==> config.mk <==
export PLATFORM = sky130hd
export DESIGN_NAME = stdin_flat
export DESIGN_NICKNAME = d
export VERILOG_FILES = /design/src/rtl/stdin_if.sv /design/src/rtl/stdin.sv /design/src/flat_wrapper.sv
export SDC_FILE = /design/constraint.sdc
export NUM_CORES = 1
export LEC_CHECK = 0
export CORE_MARGIN = 4
export CORE_UTILIZATION = 47
export DETAILED_ROUTE_END_ITERATION = 10
export PLACE_DENSITY = 0.73
export SYNTH_ARGS = -nofsm -noshare
export SYNTH_HDL_FRONTEND = slang
export SYNTH_SLANG_ARGS = --single-unit
==> constraint.sdc <==
create_clock -name clk_i -period 4.2 [get_ports clk_i]
set_clock_uncertainty 0.1 [all_clocks]
set_input_delay 0.42 -clock clk_i [delete_from_list [all_inputs] [get_ports clk_i]]
set_output_delay 0.42 -clock clk_i [all_outputs]
set_load 0.005 [all_outputs]
==> src/rtl/stdin_if.sv <==
// stdin_if: handshake bundle between the UART byte stream, the stdin parser and the machine.
//   uart_val_i / uart_data_i[7:0] / uart_rdy_o    : ASCII bytes into the parser
//   stdin_val_o / stdin_data_o[15:0] / stdin_rdy_i : parsed decimal word out of the parser
//   echo_val_o / echo_data_o[7:0] / echo_rdy_i     : echo of accepted bytes (STDIN_ECHO_EN only)
// Signal suffixes are from the parser's point of view; modport slave is the parser,
// modport master is its environment. Optional feature macro: STDIN_ECHO_EN.
interface stdin_if;
    logic        uart_val_i;
    logic [7:0]  uart_data_i;
    logic        uart_rdy_o;
    logic        stdin_val_o;
    logic [15:0] stdin_data_o;
    logic        stdin_rdy_i;
`ifdef STDIN_ECHO_EN
    logic        echo_val_o;
    logic [7:0]  echo_data_o;
    logic        echo_rdy_i;
    modport slave (
        input  uart_val_i, uart_data_i, stdin_rdy_i, echo_rdy_i,
        output uart_rdy_o, stdin_val_o, stdin_data_o, echo_val_o, echo_data_o
    );
    modport master (
        output uart_val_i, uart_data_i, stdin_rdy_i, echo_rdy_i,
        input  uart_rdy_o, stdin_val_o, stdin_data_o, echo_val_o, echo_data_o
    );
`else
    modport slave (
        input  uart_val_i, uart_data_i, stdin_rdy_i,
        output uart_rdy_o, stdin_val_o, stdin_data_o
    );
    modport master (
        output uart_val_i, uart_data_i, stdin_rdy_i,
        input  uart_rdy_o, stdin_val_o, stdin_data_o
    );
`endif
endinterface

==> src/rtl/stdin.sv <==
// stdin: parses an ASCII byte stream into decimal words of up to four digits.
//   clk_i          : sole clock, rising edge
//   rst_i          : synchronous active-high reset
//   bus            : stdin_if.slave (UART byte in, parsed word out, optional echo)
//   lcd_bcd_o[0:3] : BCD digits of the token being typed, [0] least significant
//   err_o          : one-cycle pulse when a token is rejected
// Optional feature macro: STDIN_ECHO_EN (echo every accepted byte before continuing).
module stdin (
    input  logic       clk_i,
    input  logic       rst_i,
    stdin_if.slave     bus,
    output logic [3:0] lcd_bcd_o [0:3],
    output logic       err_o
);
    typedef enum logic [2:0] {
        IDLE, ACCUM, DISCARD, EMIT
`ifdef STDIN_ECHO_EN
        , ECHO
`endif
    } state_e;
    state_e      state_q, state_d, tok_d;
    logic [2:0]  cnt_q, cnt_d;
    logic [3:0]  bcd_q [0:3];
    logic [3:0]  bcd_d [0:3];
    logic [15:0] data_q, data_d;
    logic        err_q, err_d;
    logic        acc, is_dig, is_del, is_bs;
    logic [7:0]  b;
`ifdef STDIN_ECHO_EN
    state_e      ret_q, ret_d;
    logic [7:0]  echo_q, echo_d;
    assign bus.echo_val_o  = state_q == ECHO;
    assign bus.echo_data_o = echo_q;
`endif
    assign b               = bus.uart_data_i;
    assign is_dig          = b >= 8'h30 && b <= 8'h39;
    assign is_del          = b == 8'h20 || b == 8'h0a || b == 8'h0d;
    assign is_bs           = b == 8'h08;
    assign bus.uart_rdy_o  = state_q == IDLE || state_q == ACCUM || state_q == DISCARD;
    assign acc             = bus.uart_val_i && bus.uart_rdy_o;
    assign bus.stdin_val_o = state_q == EMIT;
    assign bus.stdin_data_o = data_q;
    assign lcd_bcd_o       = bcd_q;
    assign err_o           = err_q;
    // tok_d is the state the accepted byte leads to; with echo it is parked in ret_q
    // while the echo handshake completes, but digits/count/error update immediately.
    always_comb begin
        tok_d  = state_q;
        cnt_d  = cnt_q;
        bcd_d  = bcd_q;
        data_d = data_q;
        err_d  = 1'b0;
`ifdef STDIN_ECHO_EN
        ret_d  = ret_q;
        echo_d = echo_q;
`endif
        if (acc && is_dig && state_q == IDLE) begin
            bcd_d = '{b[3:0], 4'd0, 4'd0, 4'd0};
            cnt_d = 3'd1;
            tok_d = ACCUM;
        end else if (acc && is_dig && state_q == ACCUM && cnt_q == 3'd4) begin
            err_d = 1'b1;
            tok_d = DISCARD;
        end else if (acc && is_dig && state_q == ACCUM) begin
            bcd_d = '{b[3:0], bcd_q[0], bcd_q[1], bcd_q[2]};
            cnt_d = cnt_q + 3'd1;
        end else if (acc && is_bs && state_q == ACCUM) begin
            bcd_d = '{bcd_q[1], bcd_q[2], bcd_q[3], 4'd0};
            cnt_d = cnt_q - 3'd1;
            tok_d = cnt_q == 3'd1 ? IDLE : ACCUM;
        end else if (acc && is_del && state_q == ACCUM) begin
            data_d = 16'(bcd_q[3]) * 16'd1000 + 16'(bcd_q[2]) * 16'd100
                   + 16'(bcd_q[1]) * 16'd10 + 16'(bcd_q[0]);
            tok_d  = EMIT;
        end else if (acc && is_del && state_q == DISCARD) begin
            bcd_d = '{default: 4'd0};
            cnt_d = 3'd0;
            tok_d = IDLE;
        end else if (acc && !is_dig && !is_del && !is_bs && state_q != DISCARD) begin
            err_d = 1'b1;
            tok_d = DISCARD;
        end
`ifdef STDIN_ECHO_EN
        state_d = acc ? ECHO : state_q;
        ret_d   = acc ? tok_d : ret_q;
        echo_d  = acc ? b : echo_q;
        if (state_q == ECHO && bus.echo_rdy_i) state_d = ret_q;
`else
        state_d = tok_d;
`endif
        if (state_q == EMIT && bus.stdin_rdy_i) begin
            state_d = IDLE;
            cnt_d   = 3'd0;
        end
    end
    always_ff @(posedge clk_i) begin
        if (rst_i) begin
            state_q <= IDLE;
            cnt_q   <= 3'd0;
            bcd_q   <= '{default: 4'd0};
            data_q  <= 16'd0;
            err_q   <= 1'b0;
`ifdef STDIN_ECHO_EN
            ret_q   <= IDLE;
            echo_q  <= 8'd0;
`endif
        end else begin
            state_q <= state_d;
            cnt_q   <= cnt_d;
            bcd_q   <= bcd_d;
            data_q  <= data_d;
            err_q   <= err_d;
`ifdef STDIN_ECHO_EN
            ret_q   <= ret_d;
            echo_q  <= echo_d;
`endif
        end
    end
endmodule

==> src/flat_wrapper.sv <==
// flat-port wrapper written by rule: the top's interface ports become plain ports
module stdin_flat 
  (clk_i, rst_i, lcd_bcd_o, err_o, bus_uart_val_i, bus_uart_data_i, bus_stdin_rdy_i, bus_uart_rdy_o, bus_stdin_val_o, bus_stdin_data_o);
  stdin_if bus_i ();
  input  logic clk_i;
  input  logic rst_i;
  output logic [3:0] lcd_bcd_o[0:3];
  output logic err_o;
  input wire logic [$bits(bus_i.uart_val_i)-1:0] bus_uart_val_i;
  input wire logic [$bits(bus_i.uart_data_i)-1:0] bus_uart_data_i;
  input wire logic [$bits(bus_i.stdin_rdy_i)-1:0] bus_stdin_rdy_i;
  output wire logic [$bits(bus_i.uart_rdy_o)-1:0] bus_uart_rdy_o;
  output wire logic [$bits(bus_i.stdin_val_o)-1:0] bus_stdin_val_o;
  output wire logic [$bits(bus_i.stdin_data_o)-1:0] bus_stdin_data_o;
  assign bus_i.uart_val_i = bus_uart_val_i;
  assign bus_i.uart_data_i = bus_uart_data_i;
  assign bus_i.stdin_rdy_i = bus_stdin_rdy_i;
  assign bus_uart_rdy_o = bus_i.uart_rdy_o;
  assign bus_stdin_val_o = bus_i.stdin_val_o;
  assign bus_stdin_data_o = bus_i.stdin_data_o;
  stdin u_core (.clk_i(clk_i), .rst_i(rst_i), .bus(bus_i), .lcd_bcd_o(lcd_bcd_o), .err_o(err_o));
endmodule
==> impl_metrics.py <==
metrics = {
    "clock_tree": {
        "cts_made_buffers": 5,
        "clockBufferDepth": 2,
        "path_clk_slew_ps": 90,
        "post_cts_buffers": 0,
        "clock-sinks": 38,
        "cts_tree": "yes",
        "clkLatencyLatePin_ps": 300,
        "htreeDepth": 2,
        "ctsHoldBuffers": 0,
        "clock-root-buffer": "clkbuf_8",
    },
    "place": {
        "dp.cells": 540,
        "dp_hpwl_mm": 6.492,
        "portBuffers": 46,
        "pre_cts_ws_ps": 5.734,
        "place_congestion": 0.9295,
    },
    "setup_path": {
        "worstPathMaxFanout": 5,
        "path_class": "reg2reg",
        "endpoint_kind": "register",
        "r2r_start": "u_core.lcd_bcd_o[1]$_SDFFE_PP0P_",
        "rrSetupSlack_ps": 110,
        "reg2reg_to": "u_core.bus.stdin_data_o[13]$_SDFFE_PP0P_",
        "startpoint_type": "register",
        "crit_arrival_ps": 4210,
        "reg2regPathDepth": 15,
        "required_ps": 4310,
    },
    "global_routing": {
        "gr-usage-all-layers_pct": 19.42,
        "grt.overflow.total": 0,
        "grt_pass1_vias": 3159,
        "grt_max_degree": 24,
        "antenna_found_initial": 0,
        "grt_first_pass_wirelength_mm": 13.74,
    },
    "power_and_ir_drop": {
        "p_leak_uw": 0.001899,
        "p_per_area_nw_per_um2": 185.8,
        "ir_worst_vdd_mv": 0.1159,
    },
    "route": {
        "drtAntennaViolNets": 0,
        "met1_length_mm": 3.639,
        "first_pass_iters": 4,
        "dr_wl_met2_mm": 4.108,
        "wl_mm": 8.268,
        "via_count": 3113,
        "post_drt_wl_per_cell_um": 15.09,
        "route.met3.wl_um": 282,
        "drt_iter0_drc": 100,
        "drc": 0,
        "vias_per_cell": 5.681,
        "top_layer": "met4",
    },
    "die": {
        "initial_core_util_pct": 49.06,
        "rows": 30,
        "die_w_um": 92.91,
        "ios": 47,
        "dieArea_sq_um": 8631,
        "die_h_um": 92.91,
        "fp.coreArea_sq_um": 6907,
    },
    "yosys": {
        "netlist_area_sq_um": 3388,
        "ys_seq_area_share_pct": 22.45,
        "synth-edff-count": 0,
        "synthAdderAreaFrac_pct": 26.88,
        "syn_nets": 471,
        "synthCells": 394,
        "synth_flop_cell": "dfxtp_1",
        "synth_warnings": 0,
        "synth-simple-area-share_pct": 18.21,
        "synth.avg_cell_area_sq_um": 8.600,
        "synth_mux_area_share_pct": 0.8863,
        "synth_xor_area_share_pct": 5.687,
        "synth_top_family_by_area": "adder cells",
        "synthArstFlopShare_pct": 0,
        "ys_ff_latch": 38,
        "ys_types": 51,
        "synth-compound-area-share_pct": 21.60,
    },
    "run": {
        "max_cap_viol_count": 0,
    },
    "final_layout": {
        "area_growth_pct": 25.15,
        "diodes": 0,
        "finalNonFillerCells": 548,
        "n_fill_cell": 602,
        "mostFrequentLayoutCells": "ha_1, clkdlybuf4s50_1, a21oi_1, dfxtp_1, nand2_1",
        "drive_gt1_share_pct": 9.513,
        "layout.nets": 528,
        "layout.cells.most_common": "ha_1",
    },
    "sta": {
        "final.period_utilization_pct": 97.47,
        "rsz0062_at_grt": "true",
        "slew_headroom_pct": 62.26,
        "timing.final.ws_setup_ps": 106.1,
        "slew_violations": 0,
        "period_needed_ps": 4094,
        "setup_viol": 0,
        "finalHoldViolations": 0,
        "worstMarginPinSlew_ps": 564.0,
        "fmax_mhz": 244.3,
    },
    "hold_path": {
        "holdCritStartpoint": "u_core.bus.stdin_data_o[9]$_SDFFE_PP0P_",
        "hp-class": "reg2reg",
        "min_to": "u_core.bus.stdin_data_o[9]$_SDFFE_PP0P_",
        "min_path_cells": 2,
    },
    "status": {
        "status": "finished, final reports clean",
    },
}
-- power by group --
group | internal (uW) | switching [uW]
sequential | 362 | 2.51
combinational | 18.7 | 20.3
clock | 238 | 146
-- registers in the layout (all words and copies together), names as in the netlist --
| name | flops |
|---|---|
| u_core.state_q | 2 |
| u_core.bus.stdin_data_o | 16 |
| u_core.cnt_q | 3 |
| u_core.lcd_bcd_o | 16 |
| u_core.err_o | 1 |
-- worst max path at each step --
stage | start | endpoint | slack, ps
4_1_cts | u_core.lcd_bcd_o[2]$_SDFFE_PP0P_ | u_core.bus.stdin_data_o[10]$_SDFFE_PP0P_ | 50
3_3_place_gp | u_core.lcd_bcd_o[1]$_SDFFE_PP0P_ | u_core.bus.stdin_data_o[13]$_SDFFE_PP0P_ | 100
3_5_place_dp | u_core.lcd_bcd_o[1]$_SDFFE_PP0P_ | u_core.bus.stdin_data_o[13]$_SDFFE_PP0P_ | 6
5_1_grt | u_core.lcd_bcd_o[1]$_SDFFE_PP0P_ | u_core.bus.stdin_data_o[10]$_SDFFE_PP0P_ | -30
6_report | u_core.lcd_bcd_o[1]$_SDFFE_PP0P_ | u_core.bus.stdin_data_o[13]$_SDFFE_PP0P_ | 110
2_1_floorplan | u_core.lcd_bcd_o[1]$_SDFFE_PP0P_ | u_core.bus.stdin_data_o[13]$_SDFFE_PP0P_ | 6
-- per-layer routing --
metal / up-vias / track usage, %
met5: - / 0
met4: 0 / 8.303
met3: 22 / 3.818
met2: 72 / 35.21
met1: 1471 / 21.93
li1: 1548 / -
-- synth_stat cells (2+ instances only) --
cell type | n | area [sq um]
nand2b_1 | 7 | 43.79
nand4b_1 | 2 | 17.52
dfxtp_1 | 38 | 760.7
nor3_2 | 2 | 20.02
fa_1 | 13 | 260.3
or3_1 | 5 | 31.28
a22oi_1 | 11 | 82.58
nand3b_1 | 3 | 22.52
clkbuf_1 | 10 | 37.54
a31oi_1 | 3 | 18.77
or2_2 | 3 | 18.77
nor3b_1 | 2 | 15.01
inv_1 | 26 | 97.59
a221oi_1 | 9 | 78.83
a211oi_1 | 8 | 60.06
o31ai_1 | 2 | 15.01
ha_1 | 52 | 650.6
o2111ai_1 | 4 | 35.03
nand2_1 | 29 | 108.9
mux2i_1 | 3 | 30.03
xnor2_1 | 16 | 140.1
xor2_1 | 6 | 52.55
o22ai_1 | 2 | 12.51
nand3_1 | 6 | 30.03
nor3_1 | 12 | 60.06
o211a_1 | 2 | 20.02
a21oi_1 | 40 | 200.2
a21boi_0 | 2 | 15.01
o211ai_1 | 4 | 30.03
o21ai_0 | 9 | 45.04
nor2_1 | 28 | 105.1
a21o_1 | 9 | 67.56
nor2b_1 | 7 | 43.79
and3_1 | 2 | 12.51
-- stage by stage --
step                instance area [sq um]  setup TNS [ps]  power (uW)  utilization, %  hold slack, ps
floorplan                            3388               0       390.4               -           348.2
global placement                     4046               0       410.9           58.59           341.0
detailed placement                   4046               0       411.7           58.59           348.3
CTS                                  4198               0       789.5           60.78           357.5
global route                         4240          -46.12       810.0           61.39           373.5
finish                               4240               0       788.0           61.39           353.8
-- timing repair --
| action | 4_1_cts | 5_1_grt |
|---|---|---|
| pin swaps | 0 | 2 |
| gates resized for setup | 3 | 10 |
| endpoints found under the setup margin | 2 | 5 |
-- kinds of logic after synthesis --
family,count (synthesis)
compound gates,111
flops,38
simple gates,117
fa+ha+maj,65
mux,3
xor+xnor,22
buf+inv,38
-- final cells by class --
type / instances / area (sq um) / share of cell area (%)
Multi-Input combinational cell: 318 / 2541 / 59.93
Sequential cell: 38 / 763.2 / 18.00
Tap cell: 96 / 120.1 / 2.833
Clock inverter: 3 / 68.82 / 1.623
Clock buffer: 5 / 68.82 / 1.623
Inverter: 26 / 97.59 / 2.302
Timing Repair Buffer: 62 / 580.6 / 13.69
-- worst max-delay path, stage by stage (launching register included) --
cell and delay [ps]:
dfxtp_2 360, fa_1 560, inv_1 80, fa_1 520, inv_1 70, ha_4 260
a21o_1 170, a21oi_2 140, xor2_1 80, ha_1 200, or3_1 370, o311a_1 330
nor3b_2 190, o211a_1 240, xnor2_1 120, a211oi_1 210
Power figures use the tool's default switching activity.
==> RTL edit: new RTL, config.mk and constraints unchanged <==
Take the reset off `data_q` and load it in a clocked block of its own.
--- a/src/rtl/stdin.sv
+++ b/src/rtl/stdin.sv
@@ -98,7 +98,6 @@
             state_q <= IDLE;
             cnt_q   <= 3'd0;
             bcd_q   <= '{default: 4'd0};
-            data_q  <= 16'd0;
             err_q   <= 1'b0;
 `ifdef STDIN_ECHO_EN
             ret_q   <= IDLE;
@@ -108,7 +107,6 @@
             state_q <= state_d;
             cnt_q   <= cnt_d;
             bcd_q   <= bcd_d;
-            data_q  <= data_d;
             err_q   <= err_d;
 `ifdef STDIN_ECHO_EN
             ret_q   <= ret_d;
@@ -116,5 +114,9 @@
 `endif
         end
     end
+
+    always_ff @(posedge clk_i) begin
+        data_q <= data_d;
+    end
 endmodule
 
Function: differs if rst_i is asserted again (counterexample within 4 cycles, from zero or initial values and one cycle with rst_i high); with rst_i held inactive, the same outputs for 4 cycles.
==> RTL edit against the unedited design <==
Worst setup slack lost 0.085 ns; count of clock-buffer cells in the layout up 1; design area is 3.2% higher; worst hold slack improved by 0.040 ns; area after synthesis shrank 0.92%; sequential cell count unchanged; power is 9.1% lower; clock power fell by 24%; routed wire length shrank 4.7%; largest cell class unchanged.
==> RTL edit: results (changes against the unedited design) <==
outcome=finished clean; WHS Path Cells=0 (-2); routed wl met3=328 um (+16%); Worst VDD drop=0.1374 mV (+19%); Peak Freq=239.3 MHz (-2.0%); Worst Setup EP=u_core.bus.stdin_data_o[13]; routability cong.=0.8803 (-5.3%); GRT met2 Usage=0.3202 (-0.03189); vias in the first global route=2,847 (-9.9%); Worst-Margin Slew=0.5709 ns (+0.006850 ns); GR Util met1=0.2379 (+0.01853); DRT Pass-1 Iters=4 (unchanged); number of synthesized flops with an enable pin=16 (+16); Unique masters post-synth=56 (+9.8%); IO buf count=46 (unchanged); hpwl dp=6089 um (-6.2%); fraction of registers with async set/reset=0 (unchanged); Min Hold Slack=0.3942 ns (+0.04037 ns); critical path peak fanout=6 (+1); Crit Reg-Reg Startpoint=u_core.lcd_bcd_o[1]; GR Util All Layers=0.1830 (-0.01123); root buffer cell=clkbuf_8; Post-Syn Nets=436 (-7.4%); largest net degree at the start of global routing=19 (-21%); Post-synth top cells=ha_1, nor2_1, nand2_1, dfxtp_1, o21ai_0; routed length on met1=3414 um (-6.2%); register area share after synthesis=0.2743 (+0.04980); Post-Syn Instances=359 (-8.9%); Cells after DPL=514 (-4.8%); met3 usage=0.02843 (-0.009748); HP Start=u_core.lcd_bcd_o[12]; via count=2,960 (-4.9%); largest cells by area after synthesis=ha_1, edfxtp_1, dfxtp_1; Clock transition at path regs=around 0.08 ns; share of layout cells above drive strength 1=0.1636 (+0.06846); critical path's largest stage delay=0.54 ns (-0.02 ns); Final setup viols=0 (unchanged); initial DRC count=138 (+38%); Top delay family on crit path=adder cells; FILL cells=585 (-2.8%); R2R Setup Slk=0.02 ns (-0.08 ns); hold endpoint=u_core.bus.stdin_data_o[0]; ANT cells=0 (unchanged); Worst path slowest cell=fa_1; Worst Reg-to-Reg Cells=16 (+1); DRT Wirelength=7878 um (-4.7%); P_leak=1.895 nW (-0.24%); Worst Path Arrival=4.11 ns (-0.10 ns); number of remaining DRC errors=0 (unchanged); DP Area=4071 um2 (+0.62%); Synth Flop Type=dfxtp_1; Setup Slack @ Placement=-0.09437 ns (-0.1001 ns); startpoint types=flip-flop; Hold Path Class=reg2reg; routed wl met2=4090 um (-0.44%); first-pass GRT wire length=13,030 um (-5.2%); clock buffer depth=2 (unchanged); Avg Vias per Cell=5.585 (-1.7%)
==> RTL edit: cells by family (layout without fill, tap and decap cells) <==
group	after synthesis	after routing	synth area share
AOI/OAI and AO/OA	92	92	0.1908
xor gates and xnor gates	24	24	0.06262
adders and majority gates	65	65	0.2713
buffers and inverters	26	101	0.02982
DFF	38	38	0.2743
muxes	1	1	0.002982
other	1	1	0.001117
and+or+nand+nor	112	112	0.1670
==> RTL edit: power breakdown <==
part,switching (mW),internal (mW)
combinational,0.0192,0.0208
sequential,0.00217,0.383
clock,0.139,0.153
==> RTL edit: repair_timing <==
action	in CTS	in global routing
endpoints found under the setup margin	1	4
pin swaps	1	21
gates resized for setup	3	24
setup buffers	0	8
==> RTL edit: layout make-up <==
class	count	area [um2]	area share
Multi-Input combinational cell	295	2480	0.5664
Sequential cell	38	927.1	0.2118
Tap cell	96	120.1	0.02744
Timing Repair Buffer	73	666.9	0.1523
Inverter	20	75.07	0.01715
Clock buffer	6	93.84	0.02143
Clock inverter	2	15.01	0.003430
